## src/rtl/neander_uart_io_if.sv

```systemverilog
// CPU-side I/O port bundle of the NEANDER-X UART peripheral.
// master = CPU (drives OUT data/strobe), slave = peripheral (returns IN data/status).
interface neander_uart_io_if;
  logic [7:0] io_out;
  logic       io_write;
  logic [7:0] io_in;
  logic [7:0] io_status;

  modport master (output io_out, output io_write, input io_in, input io_status);
  modport slave  (input io_out, input io_write, output io_in, output io_status);
endinterface

```

## src/rtl/neander_uart_io.sv

```systemverilog
// NEANDER-X I/O peripheral: TX FIFO plus 8N1 UART transmitter, status/IN register.
// Optional receiver built when NEANDER_UART_RX_EN is defined.
module neander_uart_io #(
  parameter int CLKS_PER_BIT = 104,
  parameter int FIFO_DEPTH   = 4
) (
  input  logic                    clk,
  input  logic                    reset,
  neander_uart_io_if.slave        bus,
  output logic                    uart_tx,
  input  logic                    uart_rx
);

  localparam int AW = $clog2(FIFO_DEPTH);
  localparam int TW = $clog2(CLKS_PER_BIT);
  localparam logic [AW:0]   DEPTH_C  = (AW+1)'(FIFO_DEPTH);
  localparam logic [TW-1:0] BIT_LAST = TW'(CLKS_PER_BIT - 1);

  typedef enum logic [1:0] {TX_IDLE, TX_START, TX_DATA, TX_STOP} tx_state_t;

  logic [7:0]    mem [FIFO_DEPTH];
  logic [AW-1:0] wr_ptr_reg, rd_ptr_reg;
  logic [AW:0]   count_reg, count_next;
  logic          fifo_full, fifo_empty, push, pop, shift_en;

  tx_state_t     tx_state_reg, tx_state_next;
  logic [TW-1:0] tx_timer_reg, tx_timer_next;
  logic [2:0]    bit_idx_reg, bit_idx_next;
  logic [7:0]    shift_reg;
  logic          tx_reg, tx_next;
  logic          tx_full_reg, tx_idle_reg, tx_ovf_reg;

  logic [7:0]    rx_byte_reg;
  logic [3:0]    rx_count_reg;
  logic          rx_ferr_reg;

  assign fifo_full  = (count_reg == DEPTH_C);
  assign fifo_empty = (count_reg == '0);
  // A pop in the same cycle frees a slot, so a write while full still lands.
  assign push       = bus.io_write && (!fifo_full || pop);

  always_comb begin
    count_next = count_reg;
    case ({push, pop})
      2'b10:   count_next = count_reg + 1'b1;
      2'b01:   count_next = count_reg - 1'b1;
      default: count_next = count_reg;
    endcase
  end

  always_comb begin
    tx_state_next = tx_state_reg;
    tx_timer_next = tx_timer_reg;
    bit_idx_next  = bit_idx_reg;
    tx_next       = tx_reg;
    pop           = 1'b0;
    shift_en      = 1'b0;
    case (tx_state_reg)
      TX_IDLE: begin
        tx_next = 1'b1;
        if (!fifo_empty) begin
          pop           = 1'b1;
          tx_state_next = TX_START;
          tx_timer_next = BIT_LAST;
          tx_next       = 1'b0;
        end
      end
      TX_START: begin
        if (tx_timer_reg == '0) begin
          tx_state_next = TX_DATA;
          tx_timer_next = BIT_LAST;
          bit_idx_next  = 3'd0;
          tx_next       = shift_reg[0];
        end else begin
          tx_timer_next = tx_timer_reg - 1'b1;
        end
      end
      TX_DATA: begin
        if (tx_timer_reg == '0) begin
          tx_timer_next = BIT_LAST;
          if (bit_idx_reg == 3'd7) begin
            tx_state_next = TX_STOP;
            tx_next       = 1'b1;
          end else begin
            bit_idx_next = bit_idx_reg + 1'b1;
            shift_en     = 1'b1;
            tx_next      = shift_reg[1];
          end
        end else begin
          tx_timer_next = tx_timer_reg - 1'b1;
        end
      end
      TX_STOP: begin
        if (tx_timer_reg == '0) begin
          // Chain straight into the next start bit when more data is queued.
          if (!fifo_empty) begin
            pop           = 1'b1;
            tx_state_next = TX_START;
            tx_timer_next = BIT_LAST;
            tx_next       = 1'b0;
          end else begin
            tx_state_next = TX_IDLE;
            tx_next       = 1'b1;
          end
        end else begin
          tx_timer_next = tx_timer_reg - 1'b1;
        end
      end
      default: tx_state_next = TX_IDLE;
    endcase
  end

  always_ff @(posedge clk) begin
    if (push) mem[wr_ptr_reg] <= bus.io_out;
  end

  always_ff @(posedge clk) begin
    if (pop)           shift_reg <= mem[rd_ptr_reg];
    else if (shift_en) shift_reg <= {1'b0, shift_reg[7:1]};
  end

  always_ff @(posedge clk) begin
    if (!reset) begin
      wr_ptr_reg   <= '0;
      rd_ptr_reg   <= '0;
      count_reg    <= '0;
      tx_state_reg <= TX_IDLE;
      tx_timer_reg <= '0;
      bit_idx_reg  <= '0;
      tx_reg       <= 1'b1;
      tx_full_reg  <= 1'b0;
      tx_idle_reg  <= 1'b1;
      tx_ovf_reg   <= 1'b0;
    end else begin
      if (push) wr_ptr_reg <= wr_ptr_reg + 1'b1;
      if (pop)  rd_ptr_reg <= rd_ptr_reg + 1'b1;
      count_reg    <= count_next;
      tx_state_reg <= tx_state_next;
      tx_timer_reg <= tx_timer_next;
      bit_idx_reg  <= bit_idx_next;
      tx_reg       <= tx_next;
      // Status flags track the post-edge state so they are stable all cycle.
      tx_full_reg  <= (count_next == DEPTH_C);
      tx_idle_reg  <= (count_next == '0) && (tx_state_next == TX_IDLE);
      tx_ovf_reg   <= tx_ovf_reg | (bus.io_write && !push);
    end
  end

`ifdef NEANDER_UART_RX_EN
  typedef enum logic [1:0] {RX_IDLE, RX_START, RX_DATA, RX_STOP} rx_state_t;
  localparam logic [TW-1:0] HALF_LAST = TW'(CLKS_PER_BIT/2 - 1);

  rx_state_t     rx_state_reg, rx_state_next;
  logic [TW-1:0] rx_timer_reg, rx_timer_next;
  logic [2:0]    rx_bit_reg, rx_bit_next;
  logic [7:0]    rx_shift_reg, rx_shift_next, rx_byte_next;
  logic [3:0]    rx_count_next;
  logic          rx_ferr_next;
  logic          rx_meta_reg, rx_sync_reg, rx_prev_reg;

  always_comb begin
    rx_state_next = rx_state_reg;
    rx_timer_next = rx_timer_reg;
    rx_bit_next   = rx_bit_reg;
    rx_shift_next = rx_shift_reg;
    rx_byte_next  = rx_byte_reg;
    rx_count_next = rx_count_reg;
    rx_ferr_next  = rx_ferr_reg;
    case (rx_state_reg)
      RX_IDLE: begin
        if (rx_prev_reg && !rx_sync_reg) begin
          rx_state_next = RX_START;
          rx_timer_next = HALF_LAST;
        end
      end
      RX_START: begin
        if (rx_timer_reg == '0) begin
          // Line back high at mid-start-bit: treat as a glitch.
          if (rx_sync_reg) begin
            rx_state_next = RX_IDLE;
          end else begin
            rx_state_next = RX_DATA;
            rx_timer_next = BIT_LAST;
            rx_bit_next   = 3'd0;
          end
        end else begin
          rx_timer_next = rx_timer_reg - 1'b1;
        end
      end
      RX_DATA: begin
        if (rx_timer_reg == '0) begin
          rx_shift_next = {rx_sync_reg, rx_shift_reg[7:1]};
          rx_timer_next = BIT_LAST;
          if (rx_bit_reg == 3'd7) rx_state_next = RX_STOP;
          else                    rx_bit_next   = rx_bit_reg + 1'b1;
        end else begin
          rx_timer_next = rx_timer_reg - 1'b1;
        end
      end
      RX_STOP: begin
        if (rx_timer_reg == '0) begin
          rx_state_next = RX_IDLE;
          if (rx_sync_reg) begin
            rx_byte_next  = rx_shift_reg;
            rx_count_next = rx_count_reg + 1'b1;
          end else begin
            rx_ferr_next = 1'b1;
          end
        end else begin
          rx_timer_next = rx_timer_reg - 1'b1;
        end
      end
      default: rx_state_next = RX_IDLE;
    endcase
  end

  always_ff @(posedge clk) begin
    if (!reset) begin
      rx_meta_reg  <= 1'b1;
      rx_sync_reg  <= 1'b1;
      rx_prev_reg  <= 1'b1;
      rx_state_reg <= RX_IDLE;
      rx_timer_reg <= '0;
      rx_bit_reg   <= '0;
      rx_shift_reg <= '0;
      rx_byte_reg  <= '0;
      rx_count_reg <= '0;
      rx_ferr_reg  <= 1'b0;
    end else begin
      rx_meta_reg  <= uart_rx;
      rx_sync_reg  <= rx_meta_reg;
      rx_prev_reg  <= rx_sync_reg;
      rx_state_reg <= rx_state_next;
      rx_timer_reg <= rx_timer_next;
      rx_bit_reg   <= rx_bit_next;
      rx_shift_reg <= rx_shift_next;
      rx_byte_reg  <= rx_byte_next;
      rx_count_reg <= rx_count_next;
      rx_ferr_reg  <= rx_ferr_next;
    end
  end
`else
  logic unused_rx;
  assign unused_rx    = uart_rx;
  assign rx_byte_reg  = 8'h00;
  assign rx_count_reg = 4'h0;
  assign rx_ferr_reg  = 1'b0;
`endif

  assign bus.io_in     = rx_byte_reg;
  assign bus.io_status = {rx_count_reg, rx_ferr_reg, tx_ovf_reg, tx_idle_reg, tx_full_reg};
  assign uart_tx       = tx_reg;

endmodule
```

## src/flat_wrapper.sv

```systemverilog
// flat-port wrapper written by rule: the top's interface ports become plain ports
module neander_uart_io_flat 
#(
  parameter int CLKS_PER_BIT = 104,
  parameter int FIFO_DEPTH   = 4
)
  (clk, reset, uart_tx, uart_rx, bus_io_out, bus_io_write, bus_io_in, bus_io_status);
  neander_uart_io_if bus_i ();
  input  logic clk;
  input  logic reset;
  output logic uart_tx;
  input  logic uart_rx;
  input wire logic [$bits(bus_i.io_out)-1:0] bus_io_out;
  input wire logic [$bits(bus_i.io_write)-1:0] bus_io_write;
  output wire logic [$bits(bus_i.io_in)-1:0] bus_io_in;
  output wire logic [$bits(bus_i.io_status)-1:0] bus_io_status;
  assign bus_i.io_out = bus_io_out;
  assign bus_i.io_write = bus_io_write;
  assign bus_io_in = bus_i.io_in;
  assign bus_io_status = bus_i.io_status;
  neander_uart_io #(.CLKS_PER_BIT(CLKS_PER_BIT), .FIFO_DEPTH(FIFO_DEPTH)) u_core (.clk(clk), .reset(reset), .bus(bus_i), .uart_tx(uart_tx), .uart_rx(uart_rx));
endmodule
```

## config.mk

```make
export PLATFORM = sky130hd
export DESIGN_NAME = neander_uart_io_flat
export DESIGN_NICKNAME = d
export VERILOG_FILES = /design/src/rtl/neander_uart_io_if.sv /design/src/rtl/neander_uart_io.sv /design/src/flat_wrapper.sv
export SDC_FILE = /design/constraint.sdc
export NUM_CORES = 1
export LEC_CHECK = 0
export BUFFER_PORTS_ARGS = -buffer_cell sky130_fd_sc_hd__clkbuf_2
export CORE_ASPECT_RATIO = 1.5
export CORE_MARGIN = 2
export CORE_UTILIZATION = 25
export CTS_BUF_LIST = sky130_fd_sc_hd__clkbuf_16
export DETAILED_ROUTE_END_ITERATION = 16
export MAX_ROUTING_LAYER = met4
export PLACE_DENSITY_LB_ADDON = 0.15
export SLEW_MARGIN = 20
export SYNTH_ARGS = -nofsm -noshare
export SYNTH_HDL_FRONTEND = slang
export SYNTH_SLANG_ARGS = --single-unit
```

## constraint.sdc

```tcl
create_clock -name clk -period 3.4 [get_ports clk]
set_input_delay 0.68 -clock clk [delete_from_list [all_inputs] [get_ports clk]]
set_output_delay 0.68 -clock clk [all_outputs]
set_load 0.02 [all_outputs]
```

==> flow_summary.toml <==
[status]
status = "finished clean"

[logic_synthesis]
synthCells = 267
yosys.cell_types.count = 57
synth_top_area_share_pct = 37.24
synth_largest_area_cell = "edfxtp_1"
yosysWarnings = 0
netlist_area_um2 = 3226
synth_edf_count = 40
yosysSeqAreaShare_pct = 52.75
ys_top_cells_by_count = "edfxtp_1, dfxtp_1, nand2_1, buf_4, nor2_1"
ys.flop_type = "edfxtp_1"
ys_ff_latch = 65
synthArstFlopShare_pct = 0
avgSynthCellArea_um2 = 12.08
ys_top_cells_by_area = "edfxtp_1, dfxtp_1, mux4_2"
synth.most_common_cell = "edfxtp_1"

[die]
rows = 50
die-area_um2 = 13850
die_w_um = 96.75
ioPinCount = 29
core_um2 = 12510
initial_core_util_pct = 25.78
die_h_um = 143.1

[sta]
finalSetupViolCount = 0
timing.slew.headroom_pct = 57.01
postLayoutSetupSlackWorst_ps = 736.4
final_max_slew_viol_count = 0
rsz0062_at_grt = "false"
hold_viol_final = 0
whs_ps = 466.7
skew_ps = 5.379
worst_slew_pin_slew_ps = 641.3
fin_crit_sh_pct = 78.34
period_needed_ps = 2664
setup_tns_ps = 0
max_freq_mhz = 375.4

[placed_design]
gp_congestion = 0.7756
port_buffers = 14
pre_cts_ws_ps = 727.0
dpl.hpwl_um = 4683
dp_cells = 426

[final_layout]
synthToLayoutAreaGrowth_pct = 14.16
final_util_pct = 29.43
fin_cells = 442
nFillCells = 1303
diodes = 0
largest_reg_flops = 32
drive_gt1_share_pct = 20.98
fin_nets = 307

[routing]
antenna_left = 0
drc = 0
initialDrtViolationCount = 51
vias = 2033
first_pass_iters = 4
routedWlPerCell_um = 15.08
vias_per_cell = 4.600
totalWireLength_um = 6664

[global_route]
grt_max_degree = 18
grt_pass1_vias = 2041
grt_pass1_wl_um = 10730
track_usage_pct = 10.33
met2_usage_pct = 18.79
gr-max-usage-layer = "met2"
grt_util_met3_pct = 2.398
overflow = 0
grt_util_met1_pct = 10.76
antenna_found_initial = 0

[clock_network]
cts_resized = 0
cts_tree = "yes"
clock_insertion_delay_worst_skew_ps = 320
clk_pin_slew_ps = 60
cts_made_buffers = 9
cts_setup_buffers = 0
cts-root-buf = "clkbuf_16"
clockBufferDepth = 2
htreeDepth = 3
cts.sinks = 65
cts_hold_buf = 0

[setup_path]
arrival_ps = 2910
crit_type = "flip-flop to flip-flop"
cp-start-kind = "flip-flop"
cp-end-kind = "flip-flop"
worstPathMaxFanout = 5
cp.required_ps = 3640

[power]
power_leakage_nw = 1.366
vdd_drop_max_mv = 0.3110
power_density_nw_per_um2 = 902.9

[worst_hold_path]
hold_path.class = "flip-flop to flip-flop"

[flow_run]
cap_viol_max_count = 0
==> worst max-delay path: stages (launching register included) <==
cell     delay (ps)
dfxtp_1         340
inv_1            90
ha_1            180
nor4b_4         250
a31oi_1         190
nor3_4          220
nand2_1          80
fa_1            390
nor2_1          170
a21oi_1         110
o32ai_2         360
nor3b_1         210
==> path summary, 6_finish.rpt <==
kind | to | cells past startpoint | from | slack, ps
worst max-delay path | u_core.tx_full_reg | 11 | u_core.tx_timer_reg[0] | 740
worst min-delay path | u_core.tx_ovf_reg | 2 | u_core.tx_ovf_reg | 470
worst max register to register | u_core.tx_full_reg | 11 | u_core.tx_timer_reg[0] | 740
worst min register to register | u_core.tx_ovf_reg | 2 | u_core.tx_ovf_reg | 470
==> per-stage QoR <==
| stage | instance area (µm²) | power, W |
|---|---|---|
| after floorplan | 3271 | 0.002171 |
| after global placement | 3403 | 0.002500 |
| after detailed placement | 3403 | 0.002508 |
| after CTS | 3682 | 0.003387 |
| after global routing | 3682 | 0.003567 |
| final | 3682 | 0.003325 |
==> metal layers <==
layer  part of all wire, %  vias up  routed length [µm]
met3                   2.4        9                 159
met1                    42      992                2769
met5                     0        -                   0
met2                    54       30                3607
li1                      -     1002                   -
met4                   1.9        0                 128
==> cells by family (layout without fill, tap and decap cells) <==
logic type	after synthesis	in the layout	share of synthesized area (%)
compound gates	58	58	13.42
xor+xnor	3	3	0.8147
fa+ha+maj	14	14	5.663
buf+inv	41	48	6.672
flops	65	65	52.75
mux	19	19	9.271
other cells	1	13	0.1163
simple gates	66	66	11.29
==> cells in the final DEF (no fill, tap or decap), types with 7 or more instances in the layout <==
cell and n:
clkbuf_2 14, edfxtp_1 40, clkbuf_16 9, nand2_1 17, ha_1 13, mux2_2 7
dfxtp_1 25, mux4_2 8, a21oi_1 13, inv_1 14, conb_1 13, o21ai_0 10
nor2_1 16
==> report_power, final <==
part / total, W / leakage, nW / internal (W) / switching, W
Sequential: 0.00118 / 0.575 / 0.00106 / 0.000128
Clock: 0.000862 / 0.130 / 0.000498 / 0.000363
Combinational: 0.00128 / 0.661 / 0.000559 / 0.000721
==> final cells by class <==
type | count | area (µm²) | area share [%]
sequential | 65 | 1702 | 46.21
inverter | 14 | 52.55 | 1.427
clock buffer | 9 | 225.2 | 6.116
clock inverter | 7 | 53.80 | 1.461
tap | 156 | 195.2 | 5.301
multi-input combinational | 173 | 1354 | 36.77
timing repair buffer | 18 | 100.1 | 2.718
Power figures use the tool's default switching activity.
